==> src/rtl/alu_ctrl_pkg.sv <==
// alu_ctrl_pkg: ALU op codes, funct codes, aluop codes and sequencer states for alu_control_mc
package alu_ctrl_pkg;
  localparam logic [3:0] ALU_AND = 4'b0000;
  localparam logic [3:0] ALU_OR  = 4'b0001;
  localparam logic [3:0] ALU_ADD = 4'b0010;
  localparam logic [3:0] ALU_SUB = 4'b0110;
  localparam logic [3:0] ALU_SLT = 4'b0111;
  localparam logic [3:0] ALU_SLL = 4'b1000;
  localparam logic [3:0] ALU_SRL = 4'b1001;
  localparam logic [3:0] ALU_NOR = 4'b1100;
  localparam logic [5:0] FUNCT_SLL   = 6'b000000;
  localparam logic [5:0] FUNCT_SRL   = 6'b000010;
  localparam logic [5:0] FUNCT_MFHI  = 6'b010000;
  localparam logic [5:0] FUNCT_MFLO  = 6'b010010;
  localparam logic [5:0] FUNCT_MULT  = 6'b011000;
  localparam logic [5:0] FUNCT_MULTU = 6'b011001;
  localparam logic [5:0] FUNCT_DIV   = 6'b011010;
  localparam logic [5:0] FUNCT_DIVU  = 6'b011011;
  localparam logic [5:0] FUNCT_ADD   = 6'b100000;
  localparam logic [5:0] FUNCT_ADDU  = 6'b100001;
  localparam logic [5:0] FUNCT_SUB   = 6'b100010;
  localparam logic [5:0] FUNCT_SUBU  = 6'b100011;
  localparam logic [5:0] FUNCT_AND   = 6'b100100;
  localparam logic [5:0] FUNCT_OR    = 6'b100101;
  localparam logic [5:0] FUNCT_NOR   = 6'b100111;
  localparam logic [5:0] FUNCT_SLT   = 6'b101010;
  localparam logic [1:0] AOP_ADD   = 2'b00;
  localparam logic [1:0] AOP_SUB   = 2'b01;
  localparam logic [1:0] AOP_RTYPE = 2'b10;
  localparam logic [1:0] AOP_OR    = 2'b11;
  typedef enum logic [1:0] {S_IDLE, S_BUSY, S_DONE} state_t;
endpackage

==> src/rtl/alu_ctrl_decode.sv <==
// alu_ctrl_decode: aluop/funct to 4-bit ALU op plus mult/div and (ALUCTL_ILLEGAL_TRAP_EN) illegal-funct classifier
module alu_ctrl_decode
  import alu_ctrl_pkg::*;
(
  input  logic [1:0] aluop,
  input  logic [5:0] funct,
  output logic [3:0] ctrl,
  output logic       is_md
`ifdef ALUCTL_ILLEGAL_TRAP_EN
  , output logic     is_illegal
`endif
);
`ifdef ALUCTL_ILLEGAL_TRAP_EN
  localparam logic [3:0] ALU_UNK = ALU_AND;
  assign is_illegal = aluop == AOP_RTYPE && !(funct inside {FUNCT_ADD, FUNCT_ADDU, FUNCT_SUB, FUNCT_SUBU,
    FUNCT_AND, FUNCT_OR, FUNCT_SLT, FUNCT_NOR, FUNCT_SLL, FUNCT_SRL, FUNCT_MULT, FUNCT_MULTU,
    FUNCT_DIV, FUNCT_DIVU, FUNCT_MFHI, FUNCT_MFLO});
`else
  localparam logic [3:0] ALU_UNK = ALU_ADD;
`endif
  logic [3:0] rtype;
  always_comb begin
    rtype = ALU_UNK;
    case (funct)
      FUNCT_ADD, FUNCT_ADDU: rtype = ALU_ADD;
      FUNCT_SUB, FUNCT_SUBU: rtype = ALU_SUB;
      FUNCT_AND:             rtype = ALU_AND;
      FUNCT_OR:              rtype = ALU_OR;
      FUNCT_SLT:             rtype = ALU_SLT;
      FUNCT_NOR:             rtype = ALU_NOR;
      FUNCT_SLL:             rtype = ALU_SLL;
      FUNCT_SRL:             rtype = ALU_SRL;
      FUNCT_MULT, FUNCT_MULTU, FUNCT_DIV, FUNCT_DIVU, FUNCT_MFHI, FUNCT_MFLO: rtype = ALU_ADD;
      default:               rtype = ALU_UNK;
    endcase
  end
  assign ctrl = aluop == AOP_ADD ? ALU_ADD : aluop == AOP_SUB ? ALU_SUB : aluop == AOP_OR ? ALU_OR : rtype;
  assign is_md = aluop == AOP_RTYPE && funct[5:2] == 4'b0110;
endmodule

==> src/rtl/alu_control_mc.sv <==
// alu_control_mc: ALU control decode plus MULT/DIV stall sequencer with HI/LO write pulse (optional illegal output via ALUCTL_ILLEGAL_TRAP_EN)
module alu_control_mc
  import alu_ctrl_pkg::*;
#(
  parameter int CTRL_W     = 4,
  parameter int MUL_CYCLES = 4,
  parameter int DIV_CYCLES = 32,
  parameter int CNT_W      = 6
) (
  input  logic              clk,
  input  logic              reset,
  input  logic              valid,
  input  logic [1:0]        aluop,
  input  logic [5:0]        funct,
  output logic [CTRL_W-1:0] controlline,
  output logic              md_start,
  output logic [1:0]        md_op,
  output logic              stall,
  output logic              hilo_we
`ifdef ALUCTL_ILLEGAL_TRAP_EN
  , output logic            illegal
`endif
);
  localparam logic [CNT_W-1:0] MUL_N = CNT_W'(MUL_CYCLES - 1);
  localparam logic [CNT_W-1:0] DIV_N = CNT_W'(DIV_CYCLES - 1);
  logic [3:0] ctrl;
  logic is_md, start;
  logic [CNT_W-1:0] cnt;
  state_t state, next;
`ifdef ALUCTL_ILLEGAL_TRAP_EN
  logic is_illegal;
  alu_ctrl_decode u_dec (.aluop(aluop), .funct(funct), .ctrl(ctrl), .is_md(is_md), .is_illegal(is_illegal));
  always_ff @(posedge clk) illegal <= reset ? 1'b0 : valid & is_illegal;
`else
  alu_ctrl_decode u_dec (.aluop(aluop), .funct(funct), .ctrl(ctrl), .is_md(is_md));
`endif
  assign controlline = CTRL_W'(ctrl);
  assign start = valid & is_md & (state == S_IDLE) & ~reset;
  always_ff @(posedge clk) begin
    if (reset) begin
      state <= S_IDLE;
      cnt   <= '0;
      md_op <= '0;
    end else begin
      state <= next;
      if (start) begin
        cnt   <= funct[1] ? DIV_N : MUL_N;
        md_op <= funct[1:0];
      end else if (state == S_BUSY) cnt <= cnt - 1'b1;
    end
  end
  always_comb begin
    next     = state;
    stall    = 1'b0;
    md_start = 1'b0;
    hilo_we  = 1'b0;
    case (state)
      S_IDLE: begin
        stall    = start;
        md_start = start;
        next     = start ? S_BUSY : S_IDLE;
      end
      S_BUSY: begin
        stall = ~reset;
        next  = cnt == CNT_W'(1) ? S_DONE : S_BUSY;
      end
      S_DONE: begin
        hilo_we = ~reset;
        next    = S_IDLE;
      end
      default: next = S_IDLE;
    endcase
  end
endmodule

==> config.mk <==
export PLATFORM = sky130hd
export DESIGN_NAME = alu_control_mc
export DESIGN_NICKNAME = d
export VERILOG_FILES = /design/src/rtl/alu_ctrl_pkg.sv /design/src/rtl/alu_ctrl_decode.sv /design/src/rtl/alu_control_mc.sv
export SDC_FILE = /design/constraint.sdc
export NUM_CORES = 1
export LEC_CHECK = 0
export CORE_AREA = 2 2 39 41
export CTS_BUF_LIST = sky130_fd_sc_hd__clkbuf_8
export DETAILED_ROUTE_END_ITERATION = 16
export DIE_AREA = 0 0 41 43
export DONT_BUFFER_PORTS = 1
export GPL_TIMING_DRIVEN = 0
export MAX_ROUTING_LAYER = met4
export PLACE_DENSITY = 0.65
export SETUP_SLACK_MARGIN = 0.1
export SLEW_MARGIN = 10
export SYNTH_ARGS = -nofsm -noshare
export SYNTH_HDL_FRONTEND = slang
export SYNTH_HIERARCHICAL = 1
export SYNTH_SLANG_ARGS = --single-unit
==> constraint.sdc <==
create_clock -name clk -period 2.54 [get_ports clk]
set_input_delay 0.254 -clock clk [delete_from_list [all_inputs] [get_ports clk]]
set_output_delay 0.254 -clock clk [all_outputs]
set_load 0.05 [all_outputs]
* Word level (Yosys, flattened, before mapping)
Memory sizes are Yosys's and may differ from the RTL's.
Index checks and enable logic that the tools add are counted.
** Storage, ports and cells
- Register bits after elaboration :: 10
- Memory bits (read-only) :: 256
- Memories :: 1
- Input port bits :: 11
- Output and inout port bits :: 9
** Cells by class
- Equal/unequal tests :: 7
- Reductions and logical operators :: 4
- Add/sub/neg operators :: 1
- Multiplexer cells :: 12
- Bitwise gates (word level) :: 4
** Memory list
- (no name shown) :: depth 64, width 4, read ports 1, clocked after memory_dff 0, write ports 0, RTL line alu_ctrl_decode.sv:24 : case (funct)
** Operators with widths (number)
- 2-to-1 mux 4 bit :: 3
- 2-to-1 mux 6 bit :: 2
- equality test 2 bit, second input constant :: 3
- equality test 6 x 1 -> 1 bit, second input constant :: 1
- subtractor 6 x 1 -> 6 bit, second input constant :: 1
- 2-to-1 mux 5 bit :: 1
- equality test 2 x 1 -> 1 bit, second input constant :: 2
- equality test 4 x 3 -> 1 bit, second input constant :: 1
- logical NOT 2 bit :: 2
- case mux 2 bit (2 select lines) :: 1
- AND 1 bit :: 3
- 2-to-1 mux 1 bit :: 3
- 2-to-1 mux 2 bit :: 1
- case mux 1 bit (2 select lines) :: 1
- nonzero test 2 bit :: 1
- logical AND 1 bit :: 1
- inverter 1 bit :: 1

* Logic depth before layout (Yosys ltp)
Gate-level depths: netlist of run 1.
- Word-level depth :: 7
- Depth in mapped cells :: 7
- Gate-level depth less buffers :: 7

* Hierarchy
Netlist of run 1, hierarchy kept.
** Modules (own cells, without submodules)
- alu_control_mc :: cells each 53, times used 1, area each 490.5 um^2
- alu_ctrl_decode :: cells each 25, times used 1, area each 161.4 um^2

* Least setup slack after synthesis of run 1
Ideal clock, no wire load.
- Path kind :: input to register
- Start point :: input funct[5]
- End point :: register state[0]
- Arrival time :: 2252 ps
- Data required time :: 2470 ps
- Stages :: 5
- Setup slack :: 218 ps
- Path through :: buf_6 > nor4_1 > nand2_1 > a211oi_1 > nor2b_1
** On the way
- Cells in the longest elaborated chain, start to end :: 7
** Ends and longest elaborated chain
- start, declared :: RTL line alu_control_mc.sv:14 : input logic [5:0] funct,
- equality test 4 x 3 -> 1 bit :: RTL line alu_ctrl_decode.sv:38 : assign is_md = aluop == AOP_RTYPE && funct[5:2] == 4'b0110;
- logical AND 1 bit :: RTL line alu_ctrl_decode.sv:38
- net is_md :: RTL line alu_control_mc.sv:27 : logic is_md, start;
- AND 1 bit (3 in a row) :: RTL line alu_control_mc.sv:38 : assign start = valid & is_md & (state == S_IDLE) & ~reset;
- 2-to-1 mux 1 bit :: RTL line alu_control_mc.sv:61 : next = start ? S_BUSY : S_IDLE;
- case mux 2 bit (2 select lines) :: RTL line alu_control_mc.sv:57 : case (state)
- end signal, assigned :: RTL line alu_control_mc.sv:45 : state <= next;
- end, declared :: RTL line alu_control_mc.sv:29 : state_t state, next;
The timed path passes the listed nets, and every way through them passes these cells.
A chain may end at the register's enable or synchronous reset.

* Worst setup path after layout of run 1
- Start point :: input aluop[0]
- End point :: output md_start
** On the way
- Cells in the longest elaborated chain, start to end :: 6
** Ends and longest elaborated chain
- start, declared :: RTL line alu_control_mc.sv:13 : input logic [1:0] aluop,
- equality test 2 bit :: RTL line alu_ctrl_decode.sv:38
- logical AND 1 bit :: RTL line alu_ctrl_decode.sv:38
- net is_md :: RTL line alu_control_mc.sv:27
- AND 1 bit (3 in a row) :: RTL line alu_control_mc.sv:38
- 2-to-1 mux 1 bit :: RTL line alu_control_mc.sv:57
- end, declared :: RTL line alu_control_mc.sv:16 : output logic md_start,
The timed path passes the listed nets, and every way through them passes these cells.

==> results of run 1 <==
-- worst max path at each step --
stage | from | end | slack, ns | cells after the start
after global placement | aluop[0] | state[0] | 0.05 | 6
after CTS | aluop[0] | md_start | 0.73 | 6
after detailed placement | aluop[0] | md_op[1] | 0.68 | 7
after floorplan | funct[5] | state[0] | 0.22 | 5
after global routing | aluop[0] | md_start | 0.61 | 6
final | aluop[0] | md_start | 0.74 | 6
-- cell type report --
cell class                 instances  area, sq um
fill                             134          658
multi-input combinational         59          412
sequential                        10          200
clock buffer                       3         41.3
inverter                           7         26.3
tap                               16         20.0
buffer                             2         18.8
timing repair buffer               1         7.51
-- power groups by stage --
stage	logic, mW	clock network [mW]	registers (mW)
after global routing	0.0436	0.171	0.160
after CTS	0.0411	0.162	0.160
after detailed placement	0.0409	0	0.163
after global placement	0.0398	0	0.163
after floorplan	0.0367	0	0.163
final	0.0409	0.159	0.161
-- worst max-delay path, cell delays in order --
cell and delay [ns]:
inv_1 0.07, nand2_1 0.09, nor4_1 0.29, and4bb_2 0.32, nand2_2 0.11, inv_1 0.40
-- layout by cell type (no fill, tap or decap), drive strengths merged, types with 2 or more instances in the layout --
cell	n
nand4	2
o41ai	2
a31oi	3
nor2	2
nand2	8
a211oi	2
or3	3
xnor2	2
dfxtp	10
a21oi	5
and3	2
o21ai	4
nor2b	3
nand3	3
buf	3
nor3	2
nor4	2
ha	2
inv	7
clkbuf	3
-- registers in the layout (all words and copies together), names as in the netlist --
signal and flops:
state 2, cnt 6, md_op 2
-- layer usage --
metal	GRT usage, %	vias to the layer above	routed length, um
met5	-	-	0
met4	2.67	0	0
met3	5.76	0	66
met2	21.9	10	628
met1	24.2	258	635
li1	-	292	-
-- cells by family after synthesis --
family	synth area share, %
AND/OR/NAND/NOR	31.5
AO/OA/AOI/OAI	21.3
flip-flops	30.7
buffers and inverters	6.91
XOR/XNOR	4.03
adder cells (fa/ha/maj)	3.84
multiplexers	1.73
-- synth_stat cells --
library cell | instances | area, sq um
nor4_2 | 1 | 12.5
buf_6 | 1 | 11.3
nand3b_1 | 1 | 7.51
a21oi_1 | 5 | 25.0
inv_1 | 7 | 26.3
nor4_1 | 1 | 6.26
o22ai_1 | 1 | 6.26
or3_1 | 3 | 18.8
nand2_2 | 1 | 6.26
nand4_1 | 2 | 12.5
xnor2_1 | 2 | 17.5
buf_4 | 1 | 7.51
nor3b_1 | 1 | 7.51
nor2b_1 | 3 | 18.8
and4bb_2 | 1 | 12.5
nand2_1 | 7 | 26.3
or2_0 | 1 | 6.26
o21ai_0 | 3 | 15.0
mux2_2 | 1 | 11.3
o311ai_2 | 1 | 16.3
and3_1 | 2 | 12.5
o21a_1 | 1 | 7.51
nor2_1 | 2 | 7.51
a211oi_1 | 1 | 7.51
o21ai_1 | 1 | 5.00
o41ai_1 | 2 | 17.5
nand2b_1 | 1 | 6.26
or4b_4 | 1 | 13.8
a211oi_2 | 1 | 12.5
o31ai_1 | 1 | 7.51
nand3_1 | 3 | 15.0
a31oi_1 | 3 | 18.8
xor2_1 | 1 | 8.76
ha_1 | 2 | 25.0
nor3_1 | 1 | 5.00
nor3_2 | 1 | 10.0
dfxtp_1 | 10 | 200
==> impl_metrics.yaml, run 1 <==
power_and_ir_drop:
  switchingPower_mw: 0.0847
  p_comb_share_pct: 11.3
  p_seq_share_pct: 44.5
  power.total_mw: 0.361
  internal_power_mw: 0.276
  leakage_nw: 0.260
  sw_frac_of_total_pct: 23.5
  power_frac_clock_pct: 44.2
  cellPowerDensity_nw_per_um2: 497
  ir_drop_mv: 0.442
clock_network:
  cts_buffers: 3
  htree_levels: 1
  cts_resized: 0
  clock-sinks: 10
  clockBufferDepth: 2
  path_clk_slew_ns: 0.05
  hold_buffers: 0
  postCtsSetupBuffers: 0
  insertion_delay_ns: 0.23
  cts_tree: "done"
  cts-root-buf: "clkbuf_8"
final_layout:
  fin_area_sq_um: 726
  nets: 97
  drive_gt1_share_pct: 18.3
  final_cells: 98
  antenna_cells: 0
  final_util_pct: 52.4
  syn_to_final_growth_pct: 11.3
timing:
  fmax_mhz: 557
  finalHoldViolCount: 0
  relSlewSlack_pct: 20.8
  rsz0062_at_grt: "false"
  fin_tns_setup_ns: 0
  fin_crit_sh_pct: 70.7
  setup_ws_ns: 0.745
  setup_viol: 0
  finClkSkew_ns: 0.000775
  maxSlewViolCount: 0
  worst_slew_pin_slew_ns: 1.18
  fin_crit_ns: 1.80
  hold_slack_ns: 0.163
min_path:
  hold-path-endpoint: "md_op[1]"
  worst_hold_path_type: "in -> reg"
  hold_depth: 2
  hp-start: "funct[1]"
route:
  viasPerCell: 5.71
  drc: 0
  antenna_left: 0
  wl_um: 1330
  vias: 560
  dr.pass1.iters: 4
  initialDrtViolationCount: 8
  wl_per_cell_um: 13.6
floorplan:
  start_util_pct: 47.1
  rows: 14
  die_y_um: 43
  die_x_um: 41
  core_area_sq_um: 1380
  dieArea_sq_um: 1760
  ioPinCount: 20
status:
  outcome: "finished, final reports clean"
worst_setup_path:
  r2r_end: "cnt[5]"
  cp_max_fo: 6
  r2r-start: "state[0]"
  cp-start-kind: "primary input"
  setup.worst_path.class: "in -> out"
  end_kind: "output port"
  r2r_setup_slack_ns: 0.93
  worst_r2r_path_depth: 3
  worstPathRequired_ns: 2.29
  cp.arrival_ns: 1.54
synth:
  ys_ff_latch: 10
  synth_area_sq_um: 652
  ys_warn_count: 6
  syn_inst: 78
  synth_cell_type_count: 37
  syn_area_per_cell_sq_um: 8.36
  synth-seq-area-share_pct: 30.7
  syn-num-nets: 91
global_route:
  grt_pass1_vias: 468
  grt_use_total_pct: 16.4
  grt-ovfl-total: 0
  grt_pass1_wl_um: 1990
  antenna_found_initial: 0
  grt_max_degree: 10
placement:
  portBuffers: 0
  place_congestion: 0.763
  hpwl_um: 1020
  dpl_cell_area_sq_um: 684
  dp_slack_ns: 0.680
  post-place-cells: 95
run:
  drv_cap: 0
(Power assumes the default switching activity.)
==> inputs of run 2 (changes only) <==
--- a/config.mk
+++ b/config.mk
@@ -5,14 +5,14 @@
 export SDC_FILE = /design/constraint.sdc
 export NUM_CORES = 1
 export LEC_CHECK = 0
-export CORE_AREA = 2 2 39 41
+export ABC_AREA = 1
+export CORE_UTILIZATION = 51
 export CTS_BUF_LIST = sky130_fd_sc_hd__clkbuf_8
 export DETAILED_ROUTE_END_ITERATION = 16
-export DIE_AREA = 0 0 41 43
 export DONT_BUFFER_PORTS = 1
 export GPL_TIMING_DRIVEN = 0
 export MAX_ROUTING_LAYER = met4
-export PLACE_DENSITY = 0.65
+export PLACE_DENSITY = 0.7
 export SETUP_SLACK_MARGIN = 0.1
 export SLEW_MARGIN = 10
 export SYNTH_ARGS = -nofsm -noshare
==> constraint.sdc (replaced) <==
create_clock -name clk -period 1.55 [get_ports clk]
set_input_delay 0.155 -clock clk [delete_from_list [all_inputs] [get_ports clk]]
set_output_delay 0.155 -clock clk [all_outputs]
set_load 0.05 [all_outputs]
==> impl_metrics.yaml, run 2 <==
timing:
  fmax_mhz: 743
  finClkSkew_ns: 0.00680
  fin_tns_setup_ns: 0
  fin_crit_ns: 1.35
  worst_slew_pin_slew_ns: 1.00
  hold_slack_ns: 0.0627
  finalHoldViolCount: 0
  relSlewSlack_pct: 33.2
  rsz0062_at_grt: "false"
  fin_crit_sh_pct: 86.8
  setup_viol: 0
  maxSlewViolCount: 0
  setup_ws_ns: 0.205
synth:
  synth-seq-area-share_pct: 27.5
  synth_fa_ha_area_share_pct: 3.44
  ys_warn_count: 6
  syn_inst: 117
  ys_ff_latch: 10
  synth_edf_count: 0
  synthSimpleGateAreaFrac_pct: 44.2
  yosys.area.top_type: "dfxtp_1"
  synth_top_area_share_pct: 27.5
  syn-num-nets: 130
  synth.area.mux_share_pct: 0
  synth_commonest_cells: "nand2_1 (27), nor2_1 (19), inv_1 (16)"
  synth_area_sq_um: 727
  ys_top_cells_by_area: "dfxtp_1 (28%), nand2_1 (14%), nor2_1 (9.8%), nand3_1 (8.3%), inv_1 (8.3%)"
  synth_cell_type_count: 20
  synth_top_family_by_area: "simple AND/OR/NAND/NOR gates"
  synth.most_common_cell: "nand2_1"
  async_flop_share_pct: 0
  syn_area_per_cell_sq_um: 6.21
  synth_compound_area_share_pct: 11.5
  synth_ff_type: "dfxtp_1"
  synthXorXnorAreaFrac_pct: 2.41
final_layout:
  n_fill_cell: 139
  final_cell_mix: "nand2_1 (27), nor2_1 (18), inv_1 (16)"
  nets: 135
  largest-register: "cnt"
  antenna_cells: 0
  final_common_cell: "nand2_1"
  drive_gt1_share_pct: 15.7
  largest_reg_flops: 6
  syn_to_final_growth_pct: 11.0
  top_regs: "cnt: 6 flops, md_op: 2 flops, state: 2 flops"
power_and_ir_drop:
  power.total_mw: 0.672
  leakage_nw: 0.369
  ir_drop_mv: 0.609
  cellPowerDensity_nw_per_um2: 832
worst_setup_path:
  cp.arrival_ns: 1.19
  setup.worst_path.class: "reg -> out"
  cp-start-kind: "flop"
  cp_max_fo: 4
  end_kind: "output port"
  r2r_setup_slack_ns: 0.26
  worstPathRequired_ns: 1.39
clock_network:
  clock-sinks: 10
  path_clk_slew_ns: 0.05
  postCtsSetupBuffers: 0
  cts_buffers: 3
  cts-root-buf: "clkbuf_8"
  clockBufferDepth: 2
  htree_levels: 1
  cts_tree: "done"
  insertion_delay_ns: 0.24
placement:
  place_congestion: 0.832
  dp_slack_ns: 0.0906
  hpwl_um: 1180
  portBuffers: 0
route:
  wl_per_cell_um: 10.4
  vias: 708
  drc: 0
  antenna_left: 0
  viasPerCell: 5.21
  wl_um: 1410
  initialDrtViolationCount: 8
  dr.pass1.iters: 4
run:
  drv_cap: 0
global_route:
  grt-ovfl-total: 0
  grt_max_degree: 9
  antenna_found_initial: 0
  grt_use_total_pct: 21.7
  grt_pass1_vias: 574
  grt_pass1_wl_um: 2190
status:
  outcome: "finished, final reports clean"
floorplan:
  start_util_pct: 55.2
  core_area_sq_um: 1320
  die_y_um: 39.8
  die_x_um: 39.8
  ioPinCount: 20
  dieArea_sq_um: 1580
  rows: 13
min_path:
  worst_hold_path_type: "in -> reg"
==> run 2: cell count changes after synthesis, moves of 3 or more <==
cell,delta
a31oi_1,-3
inv_1,+9
nand2_1,+20
nand3_1,+9
nor2_1,+17
nor2_2,+4
nor2b_1,-3
or3_1,-3
==> run 2: critical path: stages, from the launching register on <==
cell	delay, ns
dfxtp_1	0.34
nor2_4	0.17
nand2_1	0.11
nor2_4	0.34
==> run 2: what timing repair did <==
action                     4_1_cts  5_1_grt
setup endpoints to repair        2        0
gates resized for setup          2        0
hold buffers                     0        0
==> run 2: cells by family after synthesis <==
kind of cell | count (synthesis)
AOI/OAI and AO/OA | 15
buffers and inverters | 19
DFF | 10
and+or+nand+nor | 69
xor gates and xnor gates | 2
adders and majority gates | 2
==> run 2: cell type report <==
cell class	count	area (sq um)	area share, %
Inverter	18	67.6	8.37
Clock buffer	4	55.1	6.82
Buffer	1	11.3	1.40
Sequential cell	10	200	24.8
Multi-Input combinational cell	88	454	56.3
Tap cell	15	18.8	2.33
==> run 2: path summary, 6_finish.rpt <==
| check | startpoint | endpoint | depth (start not counted) |
|---|---|---|---|
| worst max-delay path | state[1] | md_start | 3 |
| worst min-delay path | funct[0] | md_op[0] | 2 |
| worst max register to register | state[1] | cnt[4] | 6 |
| worst min register to register | cnt[1] | cnt[1] | 2 |
==> run 2: stage by stage <==
step,cell area [sq um],instances,utilization (%)
floorplan,727,117,-
global placement,746,132,56.6
detailed placement,746,132,56.6
CTS,807,136,61.3
global route,807,136,61.3
finish,807,136,61.3
==> run 2: layer usage <==
layer,share of wire [%],track usage (%)
met1,45,22.4
met2,47,37.3
met3,5.9,6.25
met4,1.6,10.3
met5,0,-
==> run 2: power breakdown <==
group	internal, mW	switching (mW)	leakage (nW)
clock	0.224	0.106	0.0288
combinational	0.0225	0.0582	0.260
sequential	0.259	0.00185	0.0806
